===== src/rtl/arb_pkg.sv =====
`default_nettype none
// ---------------------------------------------------------------------------
// arb_pkg: constants, output entry type and helpers shared with the arbiter. Rev 1.0
// ---------------------------------------------------------------------------
package arb_pkg;

  localparam int NUM_PORTS_DEF = 4;
  localparam int DATA_W_DEF    = 32;
  localparam int PORT_W_DEF    = $clog2(NUM_PORTS_DEF);
  localparam int OUT_DEPTH     = 3;

  typedef struct packed {
    logic [DATA_W_DEF-1:0] data;
    logic [PORT_W_DEF-1:0] port;
    logic                  prio;
  } out_entry_t;

  // True for an all-zero or one-hot vector (up to 32 bits).
  function automatic logic onehot0(input logic [31:0] v);
    return (v & (v - 32'd1)) == 32'd0;
  endfunction

endpackage
`default_nettype wire


===== src/rtl/arb_port_fifo.sv =====
`default_nettype none
// ---------------------------------------------------------------------------
// arb_port_fifo: per-port sync FIFO exposing head and head+1 for lookahead. Rev 1.0
// ---------------------------------------------------------------------------
module arb_port_fifo import arb_pkg::*; #(
  parameter int DEPTH = 4,
  parameter int W     = 33
) (
  input  logic                     clk,
  input  logic                     rst_n,
  input  logic                     push,
  input  logic [W-1:0]             push_data,
  input  logic                     pop,
  output logic [W-1:0]             head,
  output logic [W-1:0]             head_next,
  output logic [$clog2(DEPTH):0]   count
);

  localparam int AW = $clog2(DEPTH);

  logic [W-1:0]  mem [DEPTH];
  logic [AW-1:0] wr_ptr;
  logic [AW-1:0] rd_ptr;
  logic [AW-1:0] rd_ptr_next;

  always_ff @(posedge clk or negedge rst_n) begin
    if (!rst_n) begin
      wr_ptr <= '0;
      rd_ptr <= '0;
      count  <= '0;
    end else begin
      if (push) wr_ptr <= wr_ptr + 1'b1;
      if (pop)  rd_ptr <= rd_ptr + 1'b1;
      case ({push, pop})
        2'b10:   count <= count + 1'b1;
        2'b01:   count <= count - 1'b1;
        default: ;
      endcase
    end
  end

  // Storage carries no reset: only entries below count are ever observed.
  always_ff @(posedge clk) begin
    if (push) mem[wr_ptr] <= push_data;
  end

  assign rd_ptr_next = rd_ptr + 1'b1;
  assign head        = mem[rd_ptr];
  assign head_next   = mem[rd_ptr_next];

endmodule
`default_nettype wire


===== src/rtl/arb_req_queue.sv =====
`default_nettype none
// ---------------------------------------------------------------------------
// arb_req_queue: per-port request staging and grant-driven output FIFO. Rev 1.0
// ---------------------------------------------------------------------------
module arb_req_queue import arb_pkg::*; #(
  parameter int NUM_PORTS = NUM_PORTS_DEF,
  parameter int DEPTH     = 4,
  parameter int DATA_W    = DATA_W_DEF
) (
  input  logic                          clk,
  input  logic                          rst_n,
  input  logic [NUM_PORTS-1:0]          in_valid,
  output logic [NUM_PORTS-1:0]          in_ready,
  input  logic [NUM_PORTS*DATA_W-1:0]   in_data,
  input  logic [NUM_PORTS-1:0]          in_prio,
  output logic [NUM_PORTS-1:0]          high_priority_req,
  output logic [NUM_PORTS-1:0]          low_priority_req,
  input  logic [NUM_PORTS-1:0]          grant,
  output logic                          out_valid,
  input  logic                          out_ready,
  output logic [DATA_W-1:0]             out_data,
  output logic [$clog2(NUM_PORTS)-1:0]  out_port,
  output logic                          out_prio,
  output logic                          grant_err
);

  localparam int PW  = $clog2(NUM_PORTS);
  localparam int CW  = $clog2(DEPTH) + 1;
  localparam int EW  = DATA_W + 1;
  localparam int OCW = $clog2(OUT_DEPTH + 1);
  localparam int OPW = $clog2(OUT_DEPTH);

  typedef struct packed {
    logic [DATA_W-1:0] data;
    logic [PW-1:0]     port;
    logic              prio;
  } oent_t;

  logic [EW-1:0]        head      [NUM_PORTS];
  logic [EW-1:0]        head_next [NUM_PORTS];
  logic [CW-1:0]        count     [NUM_PORTS];
  logic [NUM_PORTS-1:0] push;
  logic [NUM_PORTS-1:0] pop;

  oent_t                obuf [2**OPW];
  logic [OPW-1:0]       owr_ptr;
  logic [OPW-1:0]       ord_ptr;
  logic [OCW-1:0]       out_count;

  logic  gnt_any;
  logic  gnt_port_nonempty;
  logic  gnt_err_now;
  logic  pop_en;
  logic  out_full;
  logic  gate;
  logic  out_pop;
  oent_t gnt_entry;

  for (genvar p = 0; p < NUM_PORTS; p++) begin : g_port
    logic [EW-1:0] eff_head;
    logic          active;

    arb_port_fifo #(
      .DEPTH (DEPTH),
      .W     (EW)
    ) u_fifo (
      .clk       (clk),
      .rst_n     (rst_n),
      .push      (push[p]),
      .push_data ({in_data[p*DATA_W +: DATA_W], in_prio[p]}),
      .pop       (pop[p]),
      .head      (head[p]),
      .head_next (head_next[p]),
      .count     (count[p])
    );

    assign in_ready[p] = (count[p] != CW'(DEPTH));
    assign push[p]     = in_valid[p] && in_ready[p];
    assign pop[p]      = grant[p] && pop_en;

    // A granted head is already on its way out, so the request reflects the entry behind it.
    assign eff_head = grant[p] ? head_next[p] : head[p];
    assign active   = count[p] > (grant[p] ? CW'(1) : CW'(0));

    assign high_priority_req[p] = active && gate &&  eff_head[0];
    assign low_priority_req[p]  = active && gate && !eff_head[0];
  end

  always_comb begin
    gnt_port_nonempty = 1'b0;
    gnt_entry         = '0;
    for (int p = 0; p < NUM_PORTS; p++) begin
      if (grant[p]) begin
        gnt_port_nonempty = (count[p] != '0);
        gnt_entry.data    = head[p][EW-1:1];
        gnt_entry.port    = PW'(p);
        gnt_entry.prio    = head[p][0];
      end
    end
  end

  assign gnt_any     = (grant != '0);
  assign out_full    = (out_count == OCW'(OUT_DEPTH));
  assign gnt_err_now = !onehot0(32'(grant)) || (gnt_any && (!gnt_port_nonempty || out_full));
  assign pop_en      = gnt_any && !gnt_err_now;

  // Holding requests once two entries wait leaves room for the one grant still in flight.
  assign gate      = (out_count <= OCW'(1));
  assign out_valid = (out_count != '0);
  assign out_pop   = out_valid && out_ready;

  always_ff @(posedge clk or negedge rst_n) begin
    if (!rst_n) begin
      owr_ptr   <= '0;
      ord_ptr   <= '0;
      out_count <= '0;
      grant_err <= 1'b0;
    end else begin
      grant_err <= gnt_err_now;
      if (pop_en)  owr_ptr <= (owr_ptr == OPW'(OUT_DEPTH - 1)) ? '0 : owr_ptr + 1'b1;
      if (out_pop) ord_ptr <= (ord_ptr == OPW'(OUT_DEPTH - 1)) ? '0 : ord_ptr + 1'b1;
      case ({pop_en, out_pop})
        2'b10:   out_count <= out_count + 1'b1;
        2'b01:   out_count <= out_count - 1'b1;
        default: ;
      endcase
    end
  end

  always_ff @(posedge clk) begin
    if (pop_en) obuf[owr_ptr] <= gnt_entry;
  end

  // Payload outputs read as zero while empty so nothing stale shows after reset.
  assign out_data = out_valid ? obuf[ord_ptr].data : '0;
  assign out_port = out_valid ? obuf[ord_ptr].port : '0;
  assign out_prio = out_valid ? obuf[ord_ptr].prio : 1'b0;

endmodule
`default_nettype wire


===== config.mk =====
export PLATFORM = sky130hd
export DESIGN_NAME = arb_req_queue
export DESIGN_NICKNAME = d
export VERILOG_FILES = /design/src/rtl/arb_pkg.sv /design/src/rtl/arb_port_fifo.sv /design/src/rtl/arb_req_queue.sv
export SDC_FILE = /design/constraint.sdc
export NUM_CORES = 1
export LEC_CHECK = 0
export ABC_AREA = 0
export BUFFER_PORTS_ARGS = -buffer_cell sky130_fd_sc_hd__buf_4
export CORE_ASPECT_RATIO = 0.7
export CORE_MARGIN = 4
export CORE_UTILIZATION = 61
export DETAILED_ROUTE_END_ITERATION = 10
export GPL_TIMING_DRIVEN = 0
export HOLD_SLACK_MARGIN = 0.1
export PLACE_DENSITY = 0.8
export SLEW_MARGIN = 30
export SYNTH_ARGS = -nofsm -noshare
export SYNTH_HDL_FRONTEND = slang
export SYNTH_HIERARCHICAL = 1
export SYNTH_SLANG_ARGS = --single-unit

===== constraint.sdc =====
create_clock -name clk -period 5.1 [get_ports clk]
set_clock_uncertainty 0.2 [all_clocks]
set_input_delay 1.02 -clock clk [delete_from_list [all_inputs] [get_ports clk]]
set_output_delay 1.02 -clock clk [all_outputs]
set_load 0.01 [all_outputs]

==> impl_results.rst, run 1 <==
.. list-table::
   :header-rows: 1

   * - Metric
     - Value
   * - Status
     - finished, final reports clean
   * - Global-route wire length before repair
     - 90.0 mm
   * - Count of vias placed by the detailed router
     - 13800
   * - Timing-limited maximum frequency
     - 257 MHz
   * - Placer congestion estimate
     - 0.774
   * - Required @ worst endpoint
     - approximately 3.9 ns
   * - Number of antenna-violating nets in the routed design
     - 0
   * - Launching element type of the critical path
     - flip-flop
   * - Clock power share
     - 24.2%
   * - Filler Cells Inserted
     - 2644
   * - Die extent in y
     - 186 um
   * - Area growth from synthesis to layout
     - 16.8%
   * - Setup TNS
     - 0 ns
   * - Total wirelength of the detailed-routed design
     - 59.9 mm
   * - Number of iterations in the first detailed-routing pass
     - 5
   * - Slew at the pin with the worst max-slew slack
     - ~0.90 ns
   * - Data arrival time of the worst path
     - 2.68 ns
   * - Switching portion of total power
     - 29.4%
   * - Wire length per cell after detailed routing
     - 26.5 um
   * - Maximum VDD drop
     - 0.355 mV
   * - Hold violation total from the final report
     - 0
   * - Fin crit period
     - roughly 3.9 ns
   * - Headroom to the max-slew limit
     - 39.6%
   * - Fraction of the cycle the final worst path needs
     - roughly 76%
   * - Gr usage total
     - around 25%
   * - Max-cap violation count
     - 0
   * - WS Path Type
     - flip-flop to output pin
   * - Fraction of final layout cells sized beyond drive strength 1
     - 33.9%
   * - TritonCTS sink count
     - 703
   * - Instance area at placement
     - 30500 sq um
   * - Most common cell after layout, fill and taps aside
     - edfxtp_1
   * - Synthesized area divided by synthesized cell count
     - 21.0 sq um
   * - Number of CTS-inserted buffers
     - 61
   * - Reg power frac
     - between 40% and 50%
   * - Syn Inst Count
     - around 1300
   * - Floorplan row count
     - 65
   * - Final Hold Slack
     - 0.213 ns
   * - Internal
     - 12.8 mW
   * - Initial antenna violation count
     - 10
   * - Clk slew on worst S/H paths
     - ~0.060 ns
   * - Clock insertion delay at the later pin of the skew report
     - 0.61 ns
   * - Total power draw
     - 18.1 mW
   * - Post-detailed-route DRC marker count
     - 0
   * - Pwr per Cell Area
     - 560 nW/um^2
   * - Synth Cell Area
     - 27700 sq um
   * - Pre-CTS setup slack
     - 1.19 ns
   * - Final number of max-transition violations
     - 0
   * - Cell at the root of the clock tree
     - clkbuf_16
   * - Number of buffers added on ports
     - between 150 and 200
   * - Area inside the core boundary
     - 45000 sq um
   * - CP max FO
     - 10
   * - Logic gate share of total power
     - 31.6%
   * - Worst hold-check path type
     - input port to asynchronous set/reset pin
   * - Violation count after the first detailed-route iteration
     - 1276
   * - Most used cells in the layout excluding fill and tap cells
     - edfxtp_1 (668), buf_4 (206), mux4_2 (171)
   * - H-tree levels
     - 2
   * - Leakage
     - roughly 11 nW
   * - Number of top-level pins
     - 192
   * - CTS Hold Buffers Added
     - 0
   * - Design area
     - 32400 sq um
   * - Synth Warn #
     - 6
   * - Least setup slack across all paths after layout
     - 1.20 ns
   * - Net count after synthesis
     - ~1500
   * - Clock tree from TritonCTS
     - done
   * - CTS resizes
     - 0
   * - DP HPWL
     - 42.0 mm
   * - Maximum number of pins on one net before global-route repair
     - 36
   * - Ratio of routed vias to standard cells
     - just over 6
   * - Post-CTS setup buffer count
     - 0
   * - Die outline area
     - 49000 sq um
   * - Number of endpoints failing setup at the final stage
     - 0
   * - Nets@finish
     - ~1800
   * - Vias in the first global route
     - 14200
   * - Total grt overflow
     - 0
   * - Die X-Extent
     - 263 um
   * - Starting density of the core
     - 61.6%
   * - Switching power total
     - about 5.3 mW
   * - Unrepaired setup endpoints after global routing
     - false
   * - Worst setup EP type
     - output pin
   * - Clock buffer depth
     - 3
flip-flops by register name, summed over array words and instances, names as in the netlist:
register and count:
g_port.u_fifo/count 12, g_port.u_fifo/wr_ptr 8, owr_ptr 2, obuf 140, grant_err 1, out_count 2, g_port.u_fifo/mem 528, ord_ptr 2
g_port.u_fifo/rd_ptr 8
metrics by stage:
step / util, % / cells
global placement: 66.5 / 2111
detailed placement: 67.8 / 2144
finish: 72.0 / 2258
floorplan: - / 1317
global route: 72.0 / 2257
CTS: 72.0 / 2253
critical path, stage by stage, from the launching register on:
cell      delay (ns)
dfrtp_1         0.34
clkbuf_1        0.45
clkbuf_1        0.54
mux4_2          0.43
and2_1          0.18
buf_4           0.14
path summary, 6_finish.rpt:
path                                           start                    endpoint  slack (ns)  cells past startpoint
min reg2reg                g_port[0].u_fifo/count[2]   g_port[0].u_fifo/count[2]        0.32                      1
min                                            rst_n  g_port[0].u_fifo/rd_ptr[0]        0.21                      1
max reg2reg                g_port[0].u_fifo/count[0]   g_port[0].u_fifo/count[2]        1.95                      9
max                                       ord_ptr[1]                out_data[22]        1.20                      5
min in group clk           g_port[0].u_fifo/count[2]   g_port[0].u_fifo/count[2]        0.32                      1
max in group asynchronous                      rst_n  g_port[2].u_fifo/rd_ptr[0]        4.09                      1
power groups by stage:
| stage | registers [mW] | clock network [mW] | logic (mW) |
|---|---|---|---|
| global route | 8.10 | 4.72 | 6.16 |
| global placement | 8.09 | 0 | 5.33 |
| finish | 8.02 | 4.40 | 5.73 |
| detailed placement | 8.12 | 0 | 5.72 |
| CTS | 8.02 | 4.46 | 5.78 |
| floorplan | 8.02 | 0 | 3.71 |
layer usage:
layer	global-route usage (%)	share of wire, %	vias up
met5	0	0.10	-
met4	5.40	2.0	12
met3	6.06	9.8	96
met2	39.2	49	623
met1	35.7	39	7156
li1	-	-	5927
cell type report:
cell class | instances | area, sq um | area share [%]
Sequential cell | 703 | 20900 | 64.6
Multi-Input combinational cell | 504 | 6190 | 19.1
Timing Repair Buffer | 224 | 1970 | 6.09
Clock buffer | 82 | 1680 | 5.18
Tap cell | 603 | 754 | 2.33
Buffer | 83 | 534 | 1.65
Clock inverter | 27 | 205 | 0.634
Inverter | 27 | 101 | 0.313
Antenna cell | 5 | 12.5 | 0.0386
Power figures use the tool's default switching activity.
==> run 2: changes to the inputs <==
clock period = 3.66 ns   (was 5.1 ns; I/O delays follow)
==> impl_results.rst, run 2 (same netlist as run 1, synthesis figures left out) <==
.. list-table::
   :header-rows: 1

   * - Metric
     - Value
   * - Status
     - finished, final reports clean
   * - Met2 WL
     - between 30 and 40 mm
   * - Most common cell after layout, fill and taps aside
     - edfxtp_1
   * - Global-route wire length before repair
     - about 91 mm
   * - Maximum VDD drop
     - 0.662 mV
   * - Fraction of final layout cells sized beyond drive strength 1
     - 33.6%
   * - Clock tree from TritonCTS
     - done
   * - Launching element type of the critical path
     - flip-flop
   * - Count of vias placed by the detailed router
     - 13900
   * - Most used cells in the layout excluding fill and tap cells
     - edfxtp_1 (668), buf_4 (194), mux4_2 (171)
   * - Largest Register
     - g_port.u_fifo/mem
   * - Endpoint with the worst hold slack
     - g_port[3].u_fifo/mem[2][12]
   * - Data arrival time of the worst path
     - 2.66 ns
   * - Largest registers
     - g_port.u_fifo/mem (528), obuf (140), g_port.u_fifo/count (12)
   * - Violation count after the first detailed-route iteration
     - 1307
   * - H-tree levels
     - 3
   * - Total power draw
     - 25.6 mW
   * - Final Hold Slack
     - 0.145 ns
   * - Number of top-level pins
     - ~190
   * - Total grt overflow
     - 0
   * - Die X-Extent
     - 263 um
   * - Number of buffers added on ports
     - 191
   * - Number of endpoints failing setup at the final stage
     - 0
   * - Placer congestion estimate
     - 0.785
   * - Area inside the core boundary
     - 45000 sq um
   * - Post-detailed-route DRC marker count
     - 0
   * - WS Path Type
     - flip-flop to output pin
   * - Number of iterations in the first detailed-routing pass
     - 6
   * - DP HPWL
     - 42.6 mm
   * - Slew at the pin with the worst max-slew slack
     - 1.02 ns
   * - Hold violation total from the final report
     - 0
   * - TritonCTS sink count
     - 703
   * - Final non-filler cell total
     - about 2300
   * - Unrepaired setup endpoints after global routing
     - true
   * - Headroom to the max-slew limit
     - around a third
   * - Total wirelength of the detailed-routed design
     - 61.2 mm
   * - Nets@finish
     - approximately 1800
   * - Fraction of the cycle the final worst path needs
     - roughly 98%
   * - Final number of max-transition violations
     - 0
   * - Required @ worst endpoint
     - 2.73 ns
   * - Flop-to-flop setup slack
     - roughly 0.47 ns
   * - Routed metal-1 wire length
     - 23.5 mm
   * - Slowest CP cell
     - buf_1
   * - Vias in the first global route
     - 14400
   * - Wire length per cell after detailed routing
     - about 27 um
   * - Clk slew on worst S/H paths
     - 0.06 ns
   * - FF-to-FF path depth
     - 9
   * - Max-cap violation count
     - 0
   * - Pwr per Cell Area
     - approximately 790 nW/um^2
   * - Ratio of routed vias to standard cells
     - 6.14
   * - Area growth from synthesis to layout
     - 17.4%
   * - Top layer reached by signal wires
     - met5
   * - End of the worst register-to-register path
     - g_port[0].u_fifo/count[2]
   * - Floorplan row count
     - 65
   * - Clock insertion delay at the later pin of the skew report
     - 0.59 ns
   * - Post-Route Utilization
     - 72.3%
   * - Design area
     - between 30000 and 40000 sq um
   * - Instance area at placement
     - 30500 sq um
   * - Clock buffer depth
     - 3
   * - Worst setup EP type
     - output pin
   * - Max FFs per register
     - 528
   * - CP max FO
     - 10
   * - Fin crit period
     - between 3 and 4 ns
   * - Number of antenna-violating nets in the routed design
     - 0
   * - Post-CTS setup buffer count
     - 0
   * - Hold Path Depth
     - 1
   * - Amount of wire on met3 after detailed routing
     - slightly below 6 mm
   * - Starting density of the core
     - 61.6%
   * - Maximum number of pins on one net before global-route repair
     - 36
   * - Number of CTS-inserted buffers
     - between 60 and 70
   * - Initial antenna violation count
     - 9
   * - Worst hold-check path type
     - input port to flip-flop
   * - Critical Path, Cell by Cell
     - clkbuf_1, buf_1, mux4_2, and2_1, buf_4
   * - Worst path max stage delay
     - between 0.5 and 0.6 ns
   * - Dpl cells
     - approximately 2100
   * - Die outline area
     - between 40000 and 50000 sq um
   * - Critical hold path startpoint
     - in_data[107]
   * - Leakage
     - 11.1 nW
   * - Worst reg2reg path startpoint
     - g_port[0].u_fifo/count[0]
   * - Timing-limited maximum frequency
     - 278 MHz
   * - Gr usage total
     - roughly 25%
   * - Cell at the root of the clock tree
     - clkbuf_16
   * - Die extent in y
     - approximately 190 um
run 2: final cells by class:
type,instances,area [sq um]
plain buffers,83,534
fillers,2591,12400
multi-input cells,504,6210
repair buffers,219,1990
flip-flops and latches,703,20900
well taps,603,754
diodes,4,10.0
clock buffers,92,1790
clock inverters,23,204
inverters,27,101
run 2: what timing repair did:
item | CTS | global route
endpoints found under the hold margin | 35 | 0
hold buffers | 1 | 0
resized for setup | 0 | 1
setup endpoints to repair | 1 | 28
run 2: how the worst max path moves through the flow:
stage	startpoint	endpoint	slack [ns]	cells after the start
6_report	ord_ptr[1]	out_data[23]	0.07	5
3_5_place_dp	grant[3]	g_port[0].u_fifo/count[1]	-0.01	9
5_1_grt	ord_ptr[1]	out_data[24]	-0.11	5
2_1_floorplan	grant[0]	obuf[0][0]	-0.07	5
3_3_place_gp	grant[3]	obuf[0][12]	-1.20	6
4_1_cts	ord_ptr[1]	out_data[12]	-0.0006	5
run 2: worst max-delay path, delay by kind of cell (launching register included):
kind,cells,cell delay [ns]
AND/OR/NAND/NOR,1,0.18
multiplexers,1,0.43
flip-flops,1,0.34
buffers and inverters,3,1.13
run 2: layer usage:
metal	up-vias	track usage, %
met1	7209	35.0
met3	94	6.95
met4	12	5.64
met5	-	0
met2	644	41.2
li1	5915	-
run 2: metrics by stage:
step,setup WS [ns],setup TNS [ns]
final,0.0672,0
after CTS,-0.000583,-0.000583
after floorplan,-0.0673,-7.06
after global placement,-1.20,-141.57
after global routing,-0.106,-1.74
after detailed placement,-0.0101,-0.0176
run 2: report_power, final:
part           leakage, nW  switching (mW)  total (mW)  internal (mW)
registers             6.52           0.512        11.2           10.7
clock network        0.972            2.81        6.39           3.58
logic                 3.65            4.24        8.05           3.81
